==> src/rtl/ps2_kbd_rx.sv <==
// ps2_kbd_rx -- PS/2 keyboard receive stage.
//
// Synchronises and deglitches the raw PS/2 clock and decodes 11-bit frames
// (start, 8 data bits LSB first, odd parity, stop). Completed scancodes are
// queued in a small FIFO and offered on a valid/ready interface.
//
// Optional build macro: PS2_EXT_DECODE_EN
//   When defined, the E0/F0 prefix bytes are absorbed and reported as the
//   ext/brk flags on the following scancode. When undefined, every valid byte
//   is queued raw and ext/brk are tied to 0.
//
// Ports:
//   clk         system clock
//   N_RESET     asynchronous active-low reset
//   ps2Clk      raw PS/2 clock (asynchronous)
//   ps2Data     raw PS/2 data (asynchronous)
//   code        scancode at FIFO head, 0 when empty
//   code_valid  FIFO not empty
//   code_ready  consumer accepts head entry
//   ext, brk    prefix flags of head entry (feature build only)
//   frame_err   one-cycle pulse on parity, stop-bit or timeout error
//   overflow    one-cycle pulse when a byte is dropped on a full FIFO
module ps2_kbd_rx #(
   parameter int CLK_HZ     = 50000000,
   parameter int FILT_LEN   = 8,
   parameter int TIMEOUT_US = 2000,
   parameter int FIFO_DEPTH = 4
) (
   input  logic       clk,
   input  logic       N_RESET,
   input  logic       ps2Clk,
   input  logic       ps2Data,
   output logic [7:0] code,
   output logic       code_valid,
   input  logic       code_ready,
   output logic       ext,
   output logic       brk,
   output logic       frame_err,
   output logic       overflow
);

   localparam int TIMEOUT_CYC = CLK_HZ / 1000000 * TIMEOUT_US;
   localparam int TW = $clog2(TIMEOUT_CYC + 1);
   localparam int AW = $clog2(FIFO_DEPTH);
`ifdef PS2_EXT_DECODE_EN
   localparam int FW = 10;
`else
   localparam int FW = 8;
`endif

   typedef enum logic [1:0] {S_IDLE, S_DATA, S_PARITY, S_STOP} state_t;

   // ---------------- synchronisers and clock filter ----------------
   logic       clk_s1_q, clk_s2_q, dat_s1_q, dat_s2_q, filt_q;
   logic [7:0] filt_cnt_q;
   logic       fall;

   // The strobe fires in the cycle the filter accepts a low level, so the
   // FSM sees the data sample aligned with that same cycle.
   assign fall = filt_q && !clk_s2_q && (filt_cnt_q == 8'(FILT_LEN - 1));

   always_ff @(posedge clk or negedge N_RESET) begin
      if (!N_RESET) begin
         clk_s1_q   <= 1'b1;
         clk_s2_q   <= 1'b1;
         dat_s1_q   <= 1'b1;
         dat_s2_q   <= 1'b1;
         filt_q     <= 1'b1;
         filt_cnt_q <= '0;
      end else begin
         clk_s1_q <= ps2Clk;
         clk_s2_q <= clk_s1_q;
         dat_s1_q <= ps2Data;
         dat_s2_q <= dat_s1_q;
         if (clk_s2_q == filt_q) begin
            filt_cnt_q <= '0;
         end else if (filt_cnt_q == 8'(FILT_LEN - 1)) begin
            filt_q     <= clk_s2_q;
            filt_cnt_q <= '0;
         end else begin
            filt_cnt_q <= filt_cnt_q + 8'd1;
         end
      end
   end

   // ---------------- frame decoder FSM ----------------
   state_t          state_q, state_d;
   logic [2:0]      bitcnt_q, bitcnt_d;
   logic [7:0]      shift_q, shift_d;
   logic            ok_q, ok_d;
   logic [TW-1:0]   to_cnt_q, to_cnt_d;
   logic            err_d, byte_done;

   always_comb begin
      state_d   = state_q;
      bitcnt_d  = bitcnt_q;
      shift_d   = shift_q;
      ok_d      = ok_q;
      err_d     = 1'b0;
      byte_done = 1'b0;
      to_cnt_d  = (state_q == S_IDLE || fall) ? '0 : to_cnt_q + 1'b1;
      if (fall) begin
         case (state_q)
            S_IDLE: begin
               if (!dat_s2_q) begin
                  state_d  = S_DATA;
                  bitcnt_d = '0;
               end
            end
            S_DATA: begin
               shift_d  = {dat_s2_q, shift_q[7:1]};
               bitcnt_d = bitcnt_q + 3'd1;
               if (bitcnt_q == 3'd7) state_d = S_PARITY;
            end
            S_PARITY: begin
               ok_d    = ^{shift_q, dat_s2_q};
               state_d = S_STOP;
            end
            S_STOP: begin
               if (dat_s2_q && ok_q) byte_done = 1'b1;
               else                  err_d     = 1'b1;
               state_d = S_IDLE;
            end
            default: state_d = S_IDLE;
         endcase
      end else if (state_q != S_IDLE && to_cnt_q == TW'(TIMEOUT_CYC)) begin
         state_d = S_IDLE;
         err_d   = 1'b1;
      end
   end

   // ---------------- prefix handling ----------------
   logic          push;
   logic [FW-1:0] push_data;

`ifdef PS2_EXT_DECODE_EN
   logic pend_ext_q, pend_ext_d, pend_brk_q, pend_brk_d;

   always_comb begin
      pend_ext_d = pend_ext_q;
      pend_brk_d = pend_brk_q;
      push       = 1'b0;
      push_data  = {pend_brk_q, pend_ext_q, shift_q};
      if (err_d) begin
         pend_ext_d = 1'b0;
         pend_brk_d = 1'b0;
      end else if (byte_done) begin
         if (shift_q == 8'hE0)      pend_ext_d = 1'b1;
         else if (shift_q == 8'hF0) pend_brk_d = 1'b1;
         else begin
            push       = 1'b1;
            pend_ext_d = 1'b0;
            pend_brk_d = 1'b0;
         end
      end
   end

   always_ff @(posedge clk or negedge N_RESET) begin
      if (!N_RESET) begin
         pend_ext_q <= 1'b0;
         pend_brk_q <= 1'b0;
      end else begin
         pend_ext_q <= pend_ext_d;
         pend_brk_q <= pend_brk_d;
      end
   end
`else
   assign push      = byte_done;
   assign push_data = shift_q;
`endif

   // ---------------- scancode FIFO ----------------
   logic [FW-1:0] mem [FIFO_DEPTH];
   logic [AW-1:0] wr_ptr_q, rd_ptr_q, rd_nxt;
   logic [AW:0]   count_q, count_d;
   logic [FW-1:0] head_q, head_d;
   logic          pop, full, wr_en, ovf_d, frame_err_q, overflow_q;

   assign pop    = (count_q != '0) && code_ready;
   assign full   = (count_q == (AW + 1)'(FIFO_DEPTH));
   assign wr_en  = push && (!full || pop);
   assign ovf_d  = push && full && !pop;
   assign rd_nxt = rd_ptr_q + 1'b1;
   assign count_d = count_q + (AW + 1)'(wr_en) - (AW + 1)'(pop);

   // Head register tracks what mem[rd_ptr] will hold after this cycle; a
   // write into an empty (or just-emptied) FIFO bypasses the array.
   always_comb begin
      head_d = head_q;
      if (pop) begin
         if (count_q == (AW + 1)'(1)) head_d = wr_en ? push_data : '0;
         else                         head_d = mem[rd_nxt];
      end else if (wr_en && count_q == '0) begin
         head_d = push_data;
      end
   end

   always_ff @(posedge clk) begin
      if (wr_en) mem[wr_ptr_q] <= push_data;
   end

   always_ff @(posedge clk or negedge N_RESET) begin
      if (!N_RESET) begin
         state_q     <= S_IDLE;
         bitcnt_q    <= '0;
         shift_q     <= '0;
         ok_q        <= 1'b0;
         to_cnt_q    <= '0;
         wr_ptr_q    <= '0;
         rd_ptr_q    <= '0;
         count_q     <= '0;
         head_q      <= '0;
         frame_err_q <= 1'b0;
         overflow_q  <= 1'b0;
      end else begin
         state_q     <= state_d;
         bitcnt_q    <= bitcnt_d;
         shift_q     <= shift_d;
         ok_q        <= ok_d;
         to_cnt_q    <= to_cnt_d;
         if (wr_en) wr_ptr_q <= wr_ptr_q + 1'b1;
         if (pop)   rd_ptr_q <= rd_nxt;
         count_q     <= count_d;
         head_q      <= head_d;
         frame_err_q <= err_d;
         overflow_q  <= ovf_d;
      end
   end

   assign code       = head_q[7:0];
   assign code_valid = (count_q != '0);
   assign frame_err  = frame_err_q;
   assign overflow   = overflow_q;
`ifdef PS2_EXT_DECODE_EN
   assign ext = head_q[8];
   assign brk = head_q[9];
`else
   assign ext = 1'b0;
   assign brk = 1'b0;
`endif

endmodule

==> config.mk <==
export PLATFORM = sky130hd
export DESIGN_NAME = ps2_kbd_rx
export DESIGN_NICKNAME = d
export VERILOG_FILES = /design/src/rtl/ps2_kbd_rx.sv
export SDC_FILE = /design/constraint.sdc
export NUM_CORES = 1
export LEC_CHECK = 0
export CORE_UTILIZATION = 35
export DETAILED_ROUTE_END_ITERATION = 12
export MAX_ROUTING_LAYER = met4
export PLACE_DENSITY = 0.56
export SLEW_MARGIN = 20
export SYNTH_ARGS = -nofsm -noshare
export SYNTH_HDL_FRONTEND = slang
export SYNTH_SLANG_ARGS = --single-unit
==> constraint.sdc <==
create_clock -name clk -period 3.25 [get_ports clk]
set_input_delay 0.4875 -clock clk [delete_from_list [all_inputs] [get_ports clk]]
set_output_delay 0.4875 -clock clk [all_outputs]
set_load 0.02 [all_outputs]
### After elaboration in Yosys (flattened, before gate mapping)

Memories as Yosys holds them, arrays and structs flattened.
Cells that the tools add are included.

| operators by class | value |
|---|---|
| $add $sub $neg | 7 |
| multipliers | 0 |
| div/mod/pow operators | 0 |
| $lt $le $gt $ge | 0 |
| equality and inequality tests | 12 |
| shift operators | 0 |
| muxes and demuxes | 23 |
| bitwise operators | 1 |
| reductions and logical operators | 27 |

Operators with widths:

| operator | number |
|---|---|
| $mux 8 | 6 |
| $add 17x1->17 const B | 1 |
| $eq 17x17->1 const B | 1 |
| $mux 17 | 1 |
| $logic_and 1x1->1 | 9 |
| $mux 1 | 9 |
| $reduce_xor 9->1 | 1 |
| $add 8x1->8 const B | 1 |
| $eq 8x3->1 const B | 1 |
| $mux 2 | 4 |
| $pmux 2 s4 | 1 |
| $reduce_bool 2->1 | 4 |
| $eq 3x3->1 const B | 2 |
| $ne 3x3->1 const B | 2 |
| $pmux 3 s2 | 1 |
| $reduce_and 2->1 | 3 |
| $reduce_and 3->1 | 2 |
| $add 2x1->2 const B | 2 |
| $eq 2x2->1 const B | 2 |
| $add 3x1->3 | 1 |
| $add 3x1->3 const B | 1 |
| $eq 3x1->1 const B | 1 |
| $logic_not 1->1 | 3 |
| $logic_not 3->1 | 1 |
| 9 further kinds | 10 |

| word-level totals | value |
|---|---|
| flip-flop bits (word level) | 61 |
| bits in latches | 0 |
| memory bits (writable) | 32 |
| memory bits (read-only) | 0 |
| input port bits | 5 |
| output and inout bits | 13 |
| word-level logic and storage cells | 88 |
| memories | 1 |

Memories:

| name | words | width | read ports | clocked after memory_dff | wr ports | line | RTL |
|---|---|---|---|---|---|---|---|
| mem | 4 | 8 | 1 | 0 | 1 | 173 | `logic [FW-1:0] mem [FIFO_DEPTH];` |

### Longest topological paths before layout

Gate-level depths: netlist of the first run.

| depth | value |
|---|---|
| word-level depth | 8 |
| mapped depth | 11 |
| depth with buffers taken out | 11 |

### Worst setup path before layout of the first run

No wires, ideal clock.

| timing | value |
|---|---|
| kind | reg-to-reg |
| start | register filt_cnt_q[5] |
| end | register count_q[2] |
| setup time | 80 ps |
| arrival | 2,803 ps |
| required time | 3,170 ps |
| slack | 367 ps |
| cell stages (with the launch flop) | 11 |
| buffers on the path | 1 |
| period minus slack after synthesis | 2,883 ps |
| cell sequence | dfrtp_1 or4_4 buf_6 nor4_4 inv_2 ha_1 inv_1 ha_1 fa_1 xnor2_1 xnor2_1 |

| on the way | value |
|---|---|
| word-level cells in the longest chain between the ends | 6 |

Ends and longest elaborated chain:

| item | line | RTL |
|---|---|---|
| start, declared | 55 | `logic [7:0] filt_cnt_q;` |
| start signal, assigned | 81 | `filt_cnt_q <= filt_cnt_q + 8'd1;` |
| $eq 8x3->1 | 60 | `assign fall = filt_q && !clk_s2_q && (filt_cnt_q == 8'(FILT_LEN - 1));` |
| $logic_and 1x1->1 | 60 |  |
| $mux 1 | 102 | `if (fall) begin` |
| $logic_and 1x1->1 | 181 | `assign wr_en = push && (!full \|\| pop);` |
| $add 3x1->3 | 184 | `assign count_d = count_q + (AW + 1)'(wr_en) - (AW + 1)'(pop);` |
| $sub 3x1->3 | 184 |  |
| net count_d[2] | 175 | `logic [AW:0] count_q, count_d;` |
| end signal, assigned | 223 | `count_q <= count_d;` |
| end, declared | 175 |  |

The timed path passes the listed nets, and every way through them passes these cells.
A chain may end at the register's enable or synchronous reset.

### Worst setup path after layout of the first run

Same ends and word-level chain as after synthesis.

==> flow_summary.ini, run 1 <==
[status]
outcome = complete, but fails checks
violations = design-rule violations

[worst_setup_path]
crit_fanout = 9
cp.arrival_ps = 3010
cpPeakStageDelay_ps = 620
path_class = reg -> reg
cp_num_buf_inv = 2
crit_path_cell_trace = or4_4, nor4_4, inv_2, ha_1, inv_1, ha_1, fa_1, xnor2_1, xnor2_1
startpoint_type = flop
cp_top_family = simple AND/OR/NAND/NOR gates
worstPathRequired_ps = 3520
end_kind = flop
cp_slowest_cell = or4_4

[global_route]
grt-ovfl-total = 0
grt_pass1_wl_mm = 12.9
grt_max_degree = 40
grt_antenna_before_repair = 0
grt_usage_pct = 13.8
first_global_vias = 2533

[routing]
wl_met2_mm = 3.21
drt-met1-wl_mm = 3.82
postRouteAntennaNets = 0
route.met3.wl_um = 209
wirelength_mm = 7.40
route.detailed.drc = 1
via_per_inst = 4.94
wire_per_inst_um = 14.9
first_pass_iters = 8
highest_layer = met4
dr.first_iter.drc_count = 144
num_vias = 2448

[clock_network]
hold_buffers = 0
cts.repair.resized = 0
tritoncts = done
cts_max_path_buffers = 2
htreeDepth = 3
cts.sinks = 93
cts.clk_slew.worst_paths_ps = 70
clk_latency_ps = 350
cts_root_buf = clkbuf_16
cts_buffers = 9
postCtsSetupBuffers = 0

[pwr]
swShare_pct = 26.2
p_int_mw = 2.08
p_switching_mw = 0.738
p_leak_nw = 1.98
clkPwrFrac_pct = 37.6
finalPower_mw = 2.81
comb_power_share_pct = 12.8
cellPowerDensity_nw_per_um2 = 579
seq_power_share_pct = 49.6
peakVddDrop_uv = 225

[timing]
setup_tns_ps = 0
maxSlewViolCount = 0
slew_headroom_pct = 59.3
finalHoldViolations = 0
fin_skew_ps = 10.6
setup_viol = 0
rsz0062_at_grt = no
finalCritPeriodShare_pct = 84.2
worst_pin_slew_ps = 607
clock.fmax_mhz = 365
fin_crit_ps = 2740

[floorplanning]
die_area_um2 = 12500
io_pins = 18
rows = 39
die_x_um = 112
start_util_pct = 36.5
core_um2 = 11600
die_h_um = 112

[logic_synthesis]
avgSynthCellArea_um2 = 13.1
yosysSeqAreaShare_pct = 58.9
async_flop_share_pct = 65.6
syn_inst = 323
ys_ff_latch = 93
synth_area_um2 = 4240
synth_top_cell_by_area = dfrtp_1
ys_types = 50
ys.warnings.count = 0
synth_edf_count = 32
synth_top_area_share_pct = 33.1
synth_area_leaders = dfrtp_1 33%, edfxtp_1 23%, ha_1 4.7%
ys.flop_type = dfrtp_1

[place]
post-dp-hpwl_mm = 5.00
routabilityCongestion = 0.781
numPortBuffers = 15

[finish]
drive_gt1_share_pct = 15.9
diodes = 0
mostFrequentLayoutCells = 56 x dfrtp_1, 32 x edfxtp_1, 28 x nand2_1, 21 x nor2_1, 20 x xnor2_1
area_delta_synth_final_pct = 14.7
nets = 370
final_common_cell = dfrtp_1

[worst_hold_path]
hp-class = in -> async

[run]
maxCapViolations = 0
## path summary, 6_finish.rpt
kind / startpoint / end / slack [ps] / cells after the start
setup / recovery: filt_cnt_q[5] / count_q[2] / 510 / 9
hold / removal: N_RESET / code[1] / 110 / 1
setup reg to reg: filt_cnt_q[5] / count_q[2] / 510 / 9
hold reg to reg: clk_s1_q / clk_s2_q / 360 / 0
max in group asynchronous: N_RESET / filt_q / 2210 / 2
min in group clk: clk_s1_q / clk_s2_q / 360 / 0
## logic make-up (layout without fill, tap and decap cells)
group | count (synthesis) | count (layout) | synth area share, %
and+or+nand+nor | 101 | 101 | 13.0
DFF | 93 | 93 | 58.9
xor gates and xnor gates | 29 | 29 | 6.32
AOI/OAI and AO/OA | 28 | 28 | 4.31
muxes | 28 | 28 | 9.54
buffers and inverters | 26 | 55 | 2.66
adders and majority gates | 17 | 17 | 5.20
other | 1 | 2 | 0.0885
## per-stage QoR
stage / std cells / util (%) / worst slack [ps] / instance area [um2] / hold slack [ps]
after CTS: 496 / 41.8 / 506 / 4860 / 134
after floorplan: 324 / - / 367 / 4240 / 192
after detailed placement: 480 / 39.3 / 283 / 4560 / 348
final: 496 / 41.8 / 513 / 4860 / 106
after global routing: 496 / 41.8 / 390 / 4860 / 150
after global placement: 480 / 39.3 / 328 / 4560 / 347
## cell usage after synthesis, drive strengths merged (3+ instances only)
library cell  number
dfrtp             56
edfxtp            32
nand2             28
nor2              21
xnor2             20
inv               19
mux2              19
ha                16
o21ai             14
mux4               8
xor2               8
nand3              7
nor3               7
and2               6
and3               6
a21oi              5
dfstp              5
nand4              5
or3                5
clkbuf             4
nor4               4
nor4b              4
buf                3
## power groups by stage
stage	Combinational (mW)	Sequential, mW	Clock (mW)
after floorplan	0.268	1.38	0
after global placement	0.361	1.42	0
after detailed placement	0.366	1.42	0
after CTS	0.368	1.40	1.09
after global routing	0.399	1.41	1.13
final	0.360	1.40	1.06
## routing by layer
metal,GRT usage (%),vias up
li1,-,1193
met2,19.0,33
met3,3.24,13
met4,5.87,0
met5,-,-
met1,19.4,1209
## worst reg2reg max path, stage by stage (launching register included)
cell     delay, ps
dfrtp_1        410
or4_4          620
nor4_4         270
inv_2          140
ha_1           300
inv_1           40
ha_1           180
fa_1           370
xnor2_1        200
xnor2_1        130
## layout make-up
type	count	area (um2)
Clock buffer	10	229
Clock inverter	6	70.1
Fill cell	1080	6750
Inverter	19	71.3
Multi-Input combinational cell	205	1630
Sequential cell	93	2490
Tap cell	143	179
Timing Repair Buffer	20	183
## registers in the layout (all words and copies together) (netlist names)
signal,count
code,8
to_cnt_q,17
clk_s2_q,1
bitcnt_q,3
rd_ptr_q,2
dat_s1_q,1
dat_s2_q,1
state_q,2
count_q,3
clk_s1_q,1
ok_q,1
filt_q,1
filt_cnt_q,8
wr_ptr_q,2
frame_err,1
overflow,1
mem,32
push_data,8
Note: power is estimated with default switching activity, not from simulation.
==> run 2, diff against run 1 <==
--- a/config.mk
+++ b/config.mk
@@ -8,7 +8,7 @@
 export CORE_UTILIZATION = 35
 export DETAILED_ROUTE_END_ITERATION = 12
 export MAX_ROUTING_LAYER = met4
-export PLACE_DENSITY = 0.56
+export PLACE_DENSITY = 0.58
 export SLEW_MARGIN = 20
 export SYNTH_ARGS = -nofsm -noshare
 export SYNTH_HDL_FRONTEND = slang
==> constraint.sdc (replaced) <==
create_clock -name clk -period 2.3 [get_ports clk]
set_input_delay 0.345 -clock clk [delete_from_list [all_inputs] [get_ports clk]]
set_output_delay 0.345 -clock clk [all_outputs]
set_load 0.02 [all_outputs]
==> flow_summary.ini, run 2 (same netlist as run 1, synthesis figures left out) <==
[place]
dpl_worst_slack_ps = -339
numPortBuffers = 15
routabilityCongestion = 0.797
post-dp-hpwl_mm = 5.14
place_inst = 501

[global_route]
grt-ovfl-total = 0
grt_antenna_before_repair = 0
grt_usage_pct = 13.8
grt_pass1_wl_mm = 12.8
grt_max_degree = 62
first_global_vias = 2551

[worst_setup_path]
path_class = reg -> reg
startpoint_type = flop
crit_path_cell_trace = or4_4, nor4_4, inv_2, ha_4, inv_2, ha_4, fa_2, xnor2_2, xnor2_1
ff2ff_path_depth = 9
cp_num_buf_inv = 2
cpPeakStageDelay_ps = 560
r2r-start = filt_cnt_q[7]
cp_top_family = adder cells
end_kind = flop
regToRegSetupSlack_ps = -100
cp_slowest_cell = or4_4
cp.arrival_ps = 2640
startpoint = filt_cnt_q[7]
crit_fanout = 2
worstPathRequired_ps = 2530
crit_cells = 9

[status]
violations = design-rule violations, negative hold slack, negative setup slack
outcome = complete, but fails checks

[timing]
maxSlewViolCount = 0
fin_crit_ps = 2400
finalHoldViolations = 6
finalCritPeriodShare_pct = 104
worst_slack_ps = -103
fin_skew_ps = 10.1
setup_viol = 1
holdWs_ps = -2.29
slew_headroom_pct = 53.1
rsz0062_at_grt = yes
worst_pin_slew_ps = 699
clock.fmax_mhz = 416

[clock_network]
postCtsSetupBuffers = 0
cts_max_path_buffers = 2
cts_root_buf = clkbuf_16
tritoncts = done
cts.sinks = 93
hold_buffers = 0
clk_latency_ps = 350
htreeDepth = 3
cts_buffers = 9
cts.clk_slew.worst_paths_ps = 70

[worst_hold_path]
hp-class = in -> async

[finish]
drive_gt1_share_pct = 22.5
regMostFlops = mem
mostFrequentLayoutCells = 56 x dfrtp_1, 32 x edfxtp_1, 28 x nand2_1, 25 x buf_4, 21 x nor2_1
nets = 391
final_common_cell = dfrtp_1
largestRegisters = mem x32, to_cnt_q x17
utilization_pct = 43.9
area_delta_synth_final_pct = 20.3
fin_cells = 517
largest_reg_flops = 32
diodes = 0

[routing]
postRouteAntennaNets = 0
route.detailed.drc = 2
wire_per_inst_um = 14.4
dr.first_iter.drc_count = 140
via_per_inst = 4.83
wirelength_mm = 7.45
num_vias = 2496
first_pass_iters = 8

[floorplanning]
core_um2 = 11600
start_util_pct = 36.5
io_pins = 18
rows = 39
die_h_um = 112
die_x_um = 112
die_area_um2 = 12500

[pwr]
finalPower_mw = 4.17
p_switching_mw = 1.12
clkPwrFrac_pct = 37.4
comb_power_share_pct = 16.8
p_int_mw = 3.05
swShare_pct = 26.9
peakVddDrop_uv = 370
p_leak_nw = 2.10
cellPowerDensity_nw_per_um2 = 819
seq_power_share_pct = 45.8

[run]
maxCapViolations = 0
## run 2: worst register-to-register path, stage by stage, from the launching register on
cell and delay, ps:
dfrtp_1 390, or4_4 560, nor4_4 180, inv_2 80, ha_4 270, inv_2 40
ha_4 150, fa_2 370, xnor2_2 140, xnor2_1 120
## run 2: final timing paths
check                              to
hold reg to reg              clk_s2_q
setup reg to reg           count_q[2]
setup / recovery           count_q[2]
max in group asynchronous    dat_s2_q
hold / removal                code[3]
min in group clk             clk_s2_q
## run 2: layout make-up
class	count	area, um2
Inverter	19	71.3
Multi-Input combinational cell	205	1680
Clock buffer	9	225
Sequential cell	93	2490
Timing Repair Buffer	41	353
Clock inverter	7	93.8
Tap cell	143	179
Fill cell	1068	6520
## run 2: what timing repair did
item / in CTS / in global routing
pin swaps: 1 / 0
cloned: 0 / 0
gates resized for setup: 0 / 2
setup endpoints to repair: 1 / 2
## run 2: layer usage
layer | vias up | track usage (%) | share of wire [%] | wire length, um
met5 | - | - | 0 | 0
met4 | 0 | 5.60 | 1.9 | 138
met3 | 14 | 3.46 | 3.0 | 223
met2 | 34 | 21.4 | 46 | 3430
li1 | 1232 | - | - | -
met1 | 1216 | 17.4 | 49 | 3660
## run 2: power groups by stage
stage	combinational (mW)	clock (mW)	sequential, mW
after global routing	0.775	1.68	1.93
after floorplan	0.411	0	1.96
after global placement	0.694	0	1.95
after detailed placement	0.712	0	1.95
after CTS	0.718	1.61	1.92
final	0.701	1.56	1.91
## run 2: per-stage QoR
step	area [um2]	setup TNS, ps
2_1_floorplan	4280	-737
3_3_place_gp	4770	-461
3_5_place_dp	4770	-498
4_1_cts	5080	-116
5_1_grt	5100	-250
6_report	5100	-103
